**config.mk**
```make
export PLATFORM = sky130hd
export DESIGN_NAME = adv7180_init_seq
export DESIGN_NICKNAME = d
export VERILOG_FILES = /design/src/rtl/adv7180_cfg_pkg.sv /design/src/rtl/adv7180_init_rom.sv /design/src/rtl/adv7180_init_seq.sv
export SDC_FILE = /design/constraint.sdc
export NUM_CORES = 1
export LEC_CHECK = 0
export ABC_CLOCK_PERIOD_IN_PS = 3500
export BUFFER_PORTS_ARGS = -buffer_cell sky130_fd_sc_hd__buf_2
export CAP_MARGIN = 20
export CORE_MARGIN = 2
export CORE_UTILIZATION = 45
export DETAILED_ROUTE_END_ITERATION = 10
export PLACE_DENSITY = 0.68
export RECOVER_POWER = 50
export SLEW_MARGIN = 0
export SYNTH_ARGS = -nofsm -noshare
export SYNTH_HDL_FRONTEND = slang
export SYNTH_SLANG_ARGS = --single-unit
```
**constraint.sdc**
```tcl
create_clock -name clk -period 3.5 [get_ports clk]
set_clock_uncertainty 0.15 [all_clocks]
set_input_delay 0.175 -clock clk [delete_from_list [all_inputs] [get_ports clk]]
set_output_delay 0.175 -clock clk [all_outputs]
set_load 0.01 [all_outputs]
```
**src/rtl/adv7180_cfg_pkg.sv**
```systemverilog
// adv7180_cfg_pkg
//   Shared constants for the ADV7180 init sequencer: I2C master core
//   register offsets, CR/SR bit positions and the sequencer state encoding.
package adv7180_cfg_pkg;

    // I2C master core Wishbone register map (CR and SR share offset 4)
    localparam logic [2:0] REG_PRER_LO = 3'd0;
    localparam logic [2:0] REG_PRER_HI = 3'd1;
    localparam logic [2:0] REG_CTR     = 3'd2;
    localparam logic [2:0] REG_TXR     = 3'd3;
    localparam logic [2:0] REG_CR      = 3'd4;
    localparam logic [2:0] REG_SR      = 3'd4;

    localparam logic [7:0] CTR_EN = 8'h80;

    // CR command bits
    localparam logic [7:0] CR_STA = 8'h80;
    localparam logic [7:0] CR_STO = 8'h40;
    localparam logic [7:0] CR_WR  = 8'h10;

    // SR bit positions
    localparam int SR_RXACK = 7;
    localparam int SR_AL    = 5;
    localparam int SR_TIP   = 1;

    // Number of table entries held in adv7180_init_rom
    localparam int ROM_LEN = 16;

    typedef enum logic [3:0] {
        S_WAIT_PWR,
        S_PRE_LO,
        S_PRE_HI,
        S_CTR_EN,
        S_LD_DEV,
        S_LD_REG,
        S_LD_DAT,
        S_CMD,
        S_POLL,
        S_NEXT,
        S_FAIL,
        S_DONE,
        S_ERROR
    } state_t;

    // Which byte of the 3-byte write is in flight
    typedef enum logic [1:0] {
        PH_DEV,
        PH_REG,
        PH_DAT
    } phase_t;

endpackage

```
**src/rtl/adv7180_init_rom.sv**
```systemverilog
// adv7180_init_rom
//   Combinational power-up register table for the ADV7180 decoder.
//   Ports:
//     index   in  8  table entry
//     rom_reg out 8  decoder register address
//     rom_val out 8  value to write
//   Indices past the table return 0.
module adv7180_init_rom (
    input  logic [7:0] index,
    output logic [7:0] rom_reg,
    output logic [7:0] rom_val
);
    import adv7180_cfg_pkg::*;

    logic [15:0] entry;

    always_comb begin
        entry = 16'h0000;
        case (index)
            8'd0:  entry = {8'h0F, 8'h00};  // leave power-down
            8'd1:  entry = {8'h00, 8'h04};  // input control: autodetect
            8'd2:  entry = {8'h04, 8'h57};  // extended output control
            8'd3:  entry = {8'h17, 8'h41};  // shaping filter
            8'd4:  entry = {8'h31, 8'h02};  // VS/FIELD control
            8'd5:  entry = {8'h3D, 8'hA2};  // manual window
            8'd6:  entry = {8'h3E, 8'h6A};  // BLM optimisation
            8'd7:  entry = {8'h3F, 8'hA0};  // BGB optimisation
            8'd8:  entry = {8'h0E, 8'h80};  // enter user sub-map
            8'd9:  entry = {8'h55, 8'h81};  // ADC config
            8'd10: entry = {8'h0E, 8'h00};  // back to main map
            8'd11: entry = {8'h01, 8'hC8};  // video selection
            8'd12: entry = {8'h02, 8'h04};  // output control
            8'd13: entry = {8'h03, 8'h0C};  // output format
            8'd14: entry = {8'h1D, 8'h47};  // LLC clock enable
            8'd15: entry = {8'h0B, 8'h00};  // hue
            default: entry = 16'h0000;
        endcase
    end

    assign rom_reg = entry[15:8];
    assign rom_val = entry[7:0];

endmodule

```
**src/rtl/adv7180_init_seq.sv**
```systemverilog
// adv7180_init_seq
//   Drives the Wishbone slave port of the I2C master core to load the
//   ADV7180 power-up table: prescaler, core enable, then one 3-byte write
//   (device, register, value) per table entry, polling SR after each byte.
//   Ports:
//     clk, rst          clock, synchronous active-high reset
//     restart           pulse; reruns the sequence from DONE/ERROR
//     wb_*              Wishbone master to the I2C core
//     busy/done/error   status; err_index = failing entry when error=1
//   Build option: define ADV7180_RETRY_EN to retry a NACK/AL-failed entry
//   up to 3 times before raising error. Timeouts are never retried.
module adv7180_init_seq #(
    parameter logic [7:0]  DEV_ADDR     = 8'h40,
    parameter logic [15:0] PRESCALE     = 16'd99,
    parameter logic [19:0] STARTUP_WAIT = 20'd500000,
    parameter logic [15:0] POLL_LIMIT   = 16'd4000,
    parameter logic [7:0]  TBL_LEN      = 8'd16
) (
    input  logic       clk,
    input  logic       rst,
    input  logic       restart,
    output logic [2:0] wb_adr_o,
    output logic [7:0] wb_dat_o,
    input  logic [7:0] wb_dat_i,
    output logic       wb_we_o,
    output logic       wb_stb_o,
    output logic       wb_cyc_o,
    input  logic       wb_ack_i,
    output logic       busy,
    output logic       done,
    output logic       error,
    output logic [7:0] err_index
);
    import adv7180_cfg_pkg::*;

`ifdef ADV7180_RETRY_EN
    localparam logic [1:0] RETRY_MAX = 2'd3;
`else
    localparam logic [1:0] RETRY_MAX = 2'd0;
`endif

    state_t      state, state_d;
    phase_t      phase, phase_d;
    logic [7:0]  index, index_d;
    logic [1:0]  retry, retry_d;
    logic [19:0] wait_cnt, wait_d;
    logic [15:0] poll_cnt, poll_d;
    logic [7:0]  err_index_d;
    logic        cyc_d, we_d;
    logic [2:0]  adr_d;
    logic [7:0]  dat_d;

    // Access request from the current state
    logic        acc_en, acc_we, acc_ack;
    logic [2:0]  acc_adr;
    logic [7:0]  acc_dat;

    logic [7:0]  rom_reg, rom_val;
    logic        unused_sr;

    assign unused_sr = ^{wb_dat_i[6], wb_dat_i[4:2], wb_dat_i[0]};
    assign wb_stb_o  = wb_cyc_o;

    adv7180_init_rom u_rom (
        .index   (index),
        .rom_reg (rom_reg),
        .rom_val (rom_val)
    );

    always_comb begin
        state_d     = state;
        phase_d     = phase;
        index_d     = index;
        retry_d     = retry;
        wait_d      = wait_cnt;
        poll_d      = poll_cnt;
        err_index_d = err_index;
        acc_en      = 1'b0;
        acc_we      = 1'b1;
        acc_adr     = '0;
        acc_dat     = '0;
        acc_ack     = wb_cyc_o & wb_ack_i;

        case (state)
            S_WAIT_PWR: begin
                wait_d = wait_cnt + 20'd1;
                if ({1'b0, wait_cnt} + 21'd1 >= {1'b0, STARTUP_WAIT}) begin
                    wait_d  = '0;
                    state_d = S_PRE_LO;
                end
            end
            S_PRE_LO: begin
                acc_en = 1'b1; acc_adr = REG_PRER_LO; acc_dat = PRESCALE[7:0];
                if (acc_ack) state_d = S_PRE_HI;
            end
            S_PRE_HI: begin
                acc_en = 1'b1; acc_adr = REG_PRER_HI; acc_dat = PRESCALE[15:8];
                if (acc_ack) state_d = S_CTR_EN;
            end
            S_CTR_EN: begin
                acc_en = 1'b1; acc_adr = REG_CTR; acc_dat = CTR_EN;
                if (acc_ack) begin
                    index_d = '0;
                    retry_d = '0;
                    state_d = (TBL_LEN == 8'd0) ? S_DONE : S_LD_DEV;
                end
            end
            S_LD_DEV: begin
                acc_en = 1'b1; acc_adr = REG_TXR; acc_dat = DEV_ADDR;
                if (acc_ack) begin phase_d = PH_DEV; state_d = S_CMD; end
            end
            S_LD_REG: begin
                acc_en = 1'b1; acc_adr = REG_TXR; acc_dat = rom_reg;
                if (acc_ack) begin phase_d = PH_REG; state_d = S_CMD; end
            end
            S_LD_DAT: begin
                acc_en = 1'b1; acc_adr = REG_TXR; acc_dat = rom_val;
                if (acc_ack) begin phase_d = PH_DAT; state_d = S_CMD; end
            end
            S_CMD: begin
                acc_en  = 1'b1;
                acc_adr = REG_CR;
                case (phase)
                    PH_DEV:  acc_dat = CR_STA | CR_WR;
                    PH_REG:  acc_dat = CR_WR;
                    default: acc_dat = CR_STO | CR_WR;
                endcase
                if (acc_ack) begin poll_d = '0; state_d = S_POLL; end
            end
            S_POLL: begin
                acc_en = 1'b1; acc_we = 1'b0; acc_adr = REG_SR;
                if (acc_ack) begin
                    poll_d = poll_cnt + 16'd1;
                    if (wb_dat_i[SR_TIP]) begin
                        // Stuck transfer: abandon without touching the bus
                        if (poll_cnt + 16'd1 >= POLL_LIMIT) begin
                            err_index_d = index;
                            state_d     = S_ERROR;
                        end
                    end else if (wb_dat_i[SR_AL] || wb_dat_i[SR_RXACK]) begin
                        if (retry < RETRY_MAX) begin
                            retry_d = retry + 2'd1;
                            state_d = S_LD_DEV;
                        end else begin
                            state_d = S_FAIL;
                        end
                    end else begin
                        case (phase)
                            PH_DEV:  state_d = S_LD_REG;
                            PH_REG:  state_d = S_LD_DAT;
                            default: state_d = S_NEXT;
                        endcase
                    end
                end
            end
            S_NEXT: begin
                index_d = index + 8'd1;
                retry_d = '0;
                state_d = (index + 8'd1 == TBL_LEN) ? S_DONE : S_LD_DEV;
            end
            S_FAIL: begin
                // STOP to release the bus before reporting
                acc_en = 1'b1; acc_adr = REG_CR; acc_dat = CR_STO;
                if (acc_ack) begin err_index_d = index; state_d = S_ERROR; end
            end
            S_DONE, S_ERROR: begin
                if (restart) begin
                    index_d     = '0;
                    retry_d     = '0;
                    err_index_d = '0;
                    state_d     = S_PRE_LO;
                end
            end
            default: state_d = S_WAIT_PWR;
        endcase

        // Shared Wishbone handshake: launch when idle, hold until ack,
        // drop everything on ack (guarantees an idle cycle between accesses)
        cyc_d = wb_cyc_o;
        adr_d = wb_adr_o;
        dat_d = wb_dat_o;
        we_d  = wb_we_o;
        if (acc_en) begin
            if (!wb_cyc_o) begin
                cyc_d = 1'b1; adr_d = acc_adr; dat_d = acc_dat; we_d = acc_we;
            end else if (wb_ack_i) begin
                cyc_d = 1'b0; adr_d = '0; dat_d = '0; we_d = 1'b0;
            end
        end
    end

    always_ff @(posedge clk) begin
        if (rst) begin
            state     <= S_WAIT_PWR;
            phase     <= PH_DEV;
            index     <= '0;
            retry     <= '0;
            wait_cnt  <= '0;
            poll_cnt  <= '0;
            wb_cyc_o  <= 1'b0;
            wb_adr_o  <= '0;
            wb_dat_o  <= '0;
            wb_we_o   <= 1'b0;
            busy      <= 1'b0;
            done      <= 1'b0;
            error     <= 1'b0;
            err_index <= '0;
        end else begin
            state     <= state_d;
            phase     <= phase_d;
            index     <= index_d;
            retry     <= retry_d;
            wait_cnt  <= wait_d;
            poll_cnt  <= poll_d;
            wb_cyc_o  <= cyc_d;
            wb_adr_o  <= adr_d;
            wb_dat_o  <= dat_d;
            wb_we_o   <= we_d;
            busy      <= (state_d != S_DONE) && (state_d != S_ERROR);
            done      <= (state_d == S_DONE);
            error     <= (state_d == S_ERROR);
            err_index <= err_index_d;
        end
    end

endmodule

```
# --- Word-level counts from Yosys, hierarchy flattened ---
# Memories as Yosys holds them, arrays and structs flattened. A register that Yosys moved wholly into a read port is not among the register bits.
# Cells that the tools add are included.
totals:
  regBits: 76
  out_inout_bits: 25
  inputBits: 12
  mem_bits_ro: 240
  elab_cells: 131
  n_memories: 1
classes:
  n_eq_ne: 32
  reduce_logical: 21
  bitwise: 1
  n_lt_le_gt_ge: 3
  n_addsub: 5
  mux: 54
mem_list:
  columns: ["memory", "depth", "width", "read_ports", "rd_ports_with_merged_regs", "write_ports", "line", "text"]
  rows:
  - ["(no name shown)", 16, 15, 1, 1, 0, "adv7180_init_rom.sv:19", "case (index)"]
op_table:
  columns: ["cell", "n"]
  rows:
  - ["2-to-1 mux 4 bit", 16]
  - ["2-to-1 mux 8 bit", 8]
  - ["2-to-1 mux 16 bit", 3]
  - ["case mux 8 bit (3 select lines)", 2]
  - ["case mux 8 bit (6 select lines)", 1]
  - ["case mux 4 bit (10 select lines)", 1]
  - ["case mux 16 bit (2 select lines)", 1]
  - ["equality test 4 bit (second input constant)", 7]
  - ["inequality test 2 bit (second input constant)", 13]
  - ["adder 20 x 1 -> 21 bit (second input constant)", 1]
  - [">= comparator 21 x 19 -> 1 bit (second input constant)", 1]
  - ["adder 20 x 1 -> 20 bit (second input constant)", 1]
  - ["2-to-1 mux 20 bit", 1]
  - ["adder 16 x 1 -> 16 bit (second input constant)", 1]
  - ["equality test 4 x 3 -> 1 bit (second input constant)", 4]
  - [">= comparator 16 x 12 -> 1 bit (second input constant)", 1]
  - ["2-to-1 mux 2 bit", 8]
  - ["case mux 8 bit (2 select lines)", 1]
  - ["case mux 3 bit (4 select lines)", 1]
  - ["nonzero test 3 bit", 3]
  - ["OR reduction 9 bit", 1]
  - ["adder 8 x 1 -> 8 bit (second input constant)", 1]
  - ["equality test 4 x 2 -> 1 bit (second input constant)", 2]
  - ["equality test 8 x 5 -> 1 bit (second input constant)", 1]
  - ["other kinds (25)", 36]

# --- Longest topological paths before layout ---
depth:
  depth_word: 8
  depth_mapped: 11
  depth_no_buf: 9

# --- Hierarchy ---
# From an unflattened synthesis, not the netlist that was laid out.
unflattened:
  cells_unflattened: 644
  hier_area_um2: 4936.0
by_module_without_submodules:
  columns: ["module", "cells_each", "seq_area_each_um2", "n_inst", "area_each_um2"]
  rows:
  - ["adv7180_init_seq", 584, 1481.4, 1, 4459.3]
  - ["adv7180_init_rom", 60, 0.0, 1, 476.7]

# --- Worst setup path before layout ---
# No wires, ideal clock.
synth_timing:
  kind: "reg-to-reg"
  start: "reg state[1]"
  end: "reg with a tool-made name"
  required_time_ns: 3.291
  arrival_time_ns: 2.589
  n_path_buf: 2
  period_less_slack_ns: 2.798
  setup_ns: 0.059
  stages_incl_launch_ff: 12
  slack_ns: 0.702
  path_cell_list: "dfxtp_1 > buf_2 > or3b_1 > a21bo_1 > a21bo_2 > buf_2 > a32oi_2 > nor2_1 > ha_1 > or3_1 > o211ai_1 > o31a_1"
synth_lines:
  columns: ["item", "line", "text"]
  rows:
  - ["from (decl)", "adv7180_init_seq.sv:42", "state_t state, state_d;"]
  - ["from (signal assigned)", "adv7180_init_seq.sv:209", "state <= state_d;"]

==> run_results.csv <==
group,metric,value,unit
global_route,grt_pass1_vias,4392,
critical_path,critPathMaxFanout,11,
synth,synth_mux_area_frac,0.01392,
synth,netlist.area_leader.share,0.3477,
worst_hold_path,worst_hold_path_type,"input port to flip-flop",
synth,synth_area_leaders,"sky130_fd_sc_hd__dfxtp_1 35%, sky130_fd_sc_hd__nor2_1 5.1%, sky130_fd_sc_hd__nand2_1 4.3%",
timing,min_period_over_period,0.8517,
global_route,grt_antenna_before_repair,0,
timing,maxSlewHeadroom,0.1764,
timing,fin_crit_period,2981,ps
drt,top_signal_layer_used,"met4",
placement,place_ws,576.3,ps
layout,drive_gt1_frac,0.05847,
drt,met3RoutedLength,499,um
timing,hold_viol_final,0,
drt,postRouteAntennaNets,0,
clocking,cts_post_setup_buffers_inserted,0,
global_route,globalRoute.totalOverflow,0,
floorplanning,placementRows,38,
critical_path,slowest_stage,"sky130_fd_sc_hd__dfxtp_1",
clocking,max-clock-path-buffers,2,
floorplanning,core_area,0.01098,mm2
clocking,cts.htree.levels,3,
synth,synth-warning-count,0,
timing,timing.final.setup_violations,0,
critical_path,critPathLaunchType,"flip-flop",
synth,count_of_flip_flops_with_a_built_in_enable_after_synthesis,0,
drt,avgViaCountPerCell,6.030,
clocking,cts_inserted_buffers,9,
synth,synth_area_in_simple_gates,0.3157,
drt,routed_wirelength,12330,um
power,power_per_cell_area,351.3,mW/mm2
clocking,worstSkewPairLatency,340,ps
floorplanning,io-pin-count,37,
layout,multi_input_gate_area_in_the_final_layout,0.003069,mm2
layout,filler_cell_count,1076,
clocking,post_cts_resize_count,0,
timing,setup_tns,0,ps
synth,synthTopCellsByCount,"89 x sky130_fd_sc_hd__dfxtp_1, 69 x sky130_fd_sc_hd__nor2_1, 59 x sky130_fd_sc_hd__nand2_1",
synth,synthesis.nets,676,
placement,gp_congestion,0.9018,
drt,met2WireLength,5985,um
drt,wl_met1,5736,um
timing,timing_max_transition_violations_final,0,
layout,layout.nets,684,
layout,seq_area,0.001782,mm2
power,irDropWorstVdd,363.3,uV
synth,synth.ff_latch_count,89,
timing,fmaxAchievable,335.5,MHz
timing,worst_slack,519.2,ps
global_route,track_usage,0.2007,
synth,yosys.cell_types.count,71,
clocking,cts-root-buf,"sky130_fd_sc_hd__clkbuf_16",
timing,timing.hold.ws,193.2,ps
floorplanning,dieHeight,110.7,um
synth,synth_top_area_cell,"sky130_fd_sc_hd__dfxtp_1",
placement,portBuffers,31,
critical_path,critical-path-max-stage-delay,390,ps
global_route,grt_first_pass_wirelength,20930,um
synth,postSynth.asyncResetShare,0,
synth,synth_fa_ha_area_frac,0.02441,
placement,detailed_place.area,0.005373,mm2
drt,remaining_drc_errors,0,
run_status,run_status,"finished, final reports clean",
floorplanning,die_x,110.7,um
clocking,clkTransAtPathRegs,60,ps
timing,unrepaired_setup_endpoints_after_global_routing,"false",
synth,synth-main-ff-cell,"sky130_fd_sc_hd__dfxtp_1",
synth,synth.most_common_cell,"sky130_fd_sc_hd__dfxtp_1",
placement,total_half_perimeter_wirelength_after_legalization_and_detailed_placement,8468,um
synth,synthesis.area_per_instance,7.836,um2
global_route,pin_count_of_the_biggest_net_entering_global_routing,71,
drt,first_iter_violations,327,
floorplanning,initial_standard_cell_utilization_of_the_core,0.4666,
layout,diodes,0,
layout,layout.cell_area.non_filler,0.005584,mm2
timing,worst_pin_slew,1223,ps
critical_path,crit_path_cell_trace,"clkbuf_1 > nor2b_1 > buf_4 > nand2_1 > nor3_1 > a41o_1 > inv_1 > ha_1 > or3_1 > o211ai_1 > o31a_1",
drt,firstDrtPassIters,5,
critical_path,worstPathArrival,3110,ps
synth,post_synth_instance_area,0.005125,mm2
critical_path,setup.worst_path.class,"flip-flop to flip-flop",
synth,syn_inst,654,
synth,post_synth_xor_area_fraction,0.01025,
critical_path,worst-endpoint-required,3630,ps
power,power.static_leakage,1.980,nW
critical_path,critPathCaptureType,"flip-flop",
synth,synth.yosys.seq_area_share,0.3477,
floorplanning,design.die.area,0.01226,mm2
clocking,cts_tree,"yes",
clocking,cts_num_sinks,89,
drt,routed_wire_length_per_instance,15.28,um
layout,utilization,0.5084,
synth,largest_family_of_logic_cells_by_synthesized_area,"simple AND/OR/NAND/NOR gates",
drt,route.vias.total,4866,
layout,flow.area_growth_from_synthesis,8.960,%
synth,compound_cell_area_share_of_the_yosys_netlist,0.2361,
clocking,hold_buffers,0,
flow_run,timing.max_cap.violations,0,
## stage by stage
| stage | std cells | power (mW) |
|---|---|---|
| finish | 807 | 1.962 |
| global route | 807 | 2.028 |
| CTS | 807 | 1.979 |
| detailed placement | 791 | 1.086 |
| global placement | 791 | 1.084 |
| floorplan | 654 | 1.072 |
## kinds of logic (layout without fill, tap and decap cells)
| logic type | Yosys count | after routing |
|---|---|---|
| xor+xnor | 6 | 6 |
| simple gates | 298 | 298 |
| fa+ha+maj | 10 | 10 |
| buf+inv | 66 | 79 |
| mux | 7 | 7 |
| flops | 89 | 89 |
| compound gates | 178 | 178 |
## worst paths after layout
| check | from | endpoint | slack (ps) | cells after the start |
|---|---|---|---|---|
| hold / removal | rst | index[1] | 190 | 2 |
| hold reg to reg | err_index[4] | err_index[4] | 320 | 1 |
| setup reg to reg | state[2] | flip-flop | 520 | 11 |
| setup / recovery | state[2] | flip-flop | 520 | 11 |
## worst max-delay path: cells and delay by family, from the launching register on
family                     cells  cell delay, ps
adders and majority gates      1             250
DFF                            1             390
buffers and inverters          3             590
and+or+nand+nor                4             970
AOI/OAI and AO/OA              3             570
## cell type report
cell class                      count  share of cell area
Multi-Input combinational cell    499              0.5496
Sequential cell                    89              0.3191
Clock buffer                       11             0.04168
Timing Repair Buffer               48             0.04123
Tap cell                          140             0.03137
Inverter                           15             0.01008
Clock inverter                      5            0.006946
## cells in the final DEF (no fill, tap or decap), types with 5 or more instances in the layout
| master | count |
|---|---|
| sky130_fd_sc_hd__a211oi_1 | 9 |
| sky130_fd_sc_hd__a21oi_1 | 39 |
| sky130_fd_sc_hd__a22o_1 | 14 |
| sky130_fd_sc_hd__a22oi_1 | 5 |
| sky130_fd_sc_hd__a311oi_1 | 9 |
| sky130_fd_sc_hd__a31oi_1 | 13 |
| sky130_fd_sc_hd__and2_1 | 5 |
| sky130_fd_sc_hd__and3_1 | 8 |
| sky130_fd_sc_hd__buf_2 | 7 |
| sky130_fd_sc_hd__buf_4 | 11 |
| sky130_fd_sc_hd__clkbuf_1 | 32 |
| sky130_fd_sc_hd__clkbuf_16 | 9 |
| sky130_fd_sc_hd__dfxtp_1 | 89 |
| sky130_fd_sc_hd__ha_1 | 10 |
| sky130_fd_sc_hd__inv_1 | 15 |
| sky130_fd_sc_hd__mux2i_1 | 6 |
| sky130_fd_sc_hd__nand2_1 | 59 |
| sky130_fd_sc_hd__nand2b_1 | 16 |
| sky130_fd_sc_hd__nand3_1 | 26 |
| sky130_fd_sc_hd__nand3b_1 | 18 |
| sky130_fd_sc_hd__nand4_1 | 8 |
| sky130_fd_sc_hd__nor2_1 | 69 |
| sky130_fd_sc_hd__nor2b_1 | 7 |
| sky130_fd_sc_hd__nor3_1 | 23 |
| sky130_fd_sc_hd__nor3b_1 | 13 |
| sky130_fd_sc_hd__nor4_1 | 11 |
| sky130_fd_sc_hd__nor4b_1 | 12 |
| sky130_fd_sc_hd__o21ai_0 | 43 |
| sky130_fd_sc_hd__or3_1 | 5 |
## routing by layer
metal  track usage  vias up
met5             0        -
li1              -     2434
met4       0.04000        0
met2        0.3423      105
met3       0.04975       10
met1        0.2589     2317
## where the power goes
| part | switching (mW) | internal [mW] |
|---|---|---|
| Clock | 0.410 | 0.488 |
| Sequential | 0.00499 | 1.02 |
| Combinational | 0.0287 | 0.0135 |
| Total | 0.444 | 1.52 |
No activity file was read; power rests on OpenSTA's default activity.
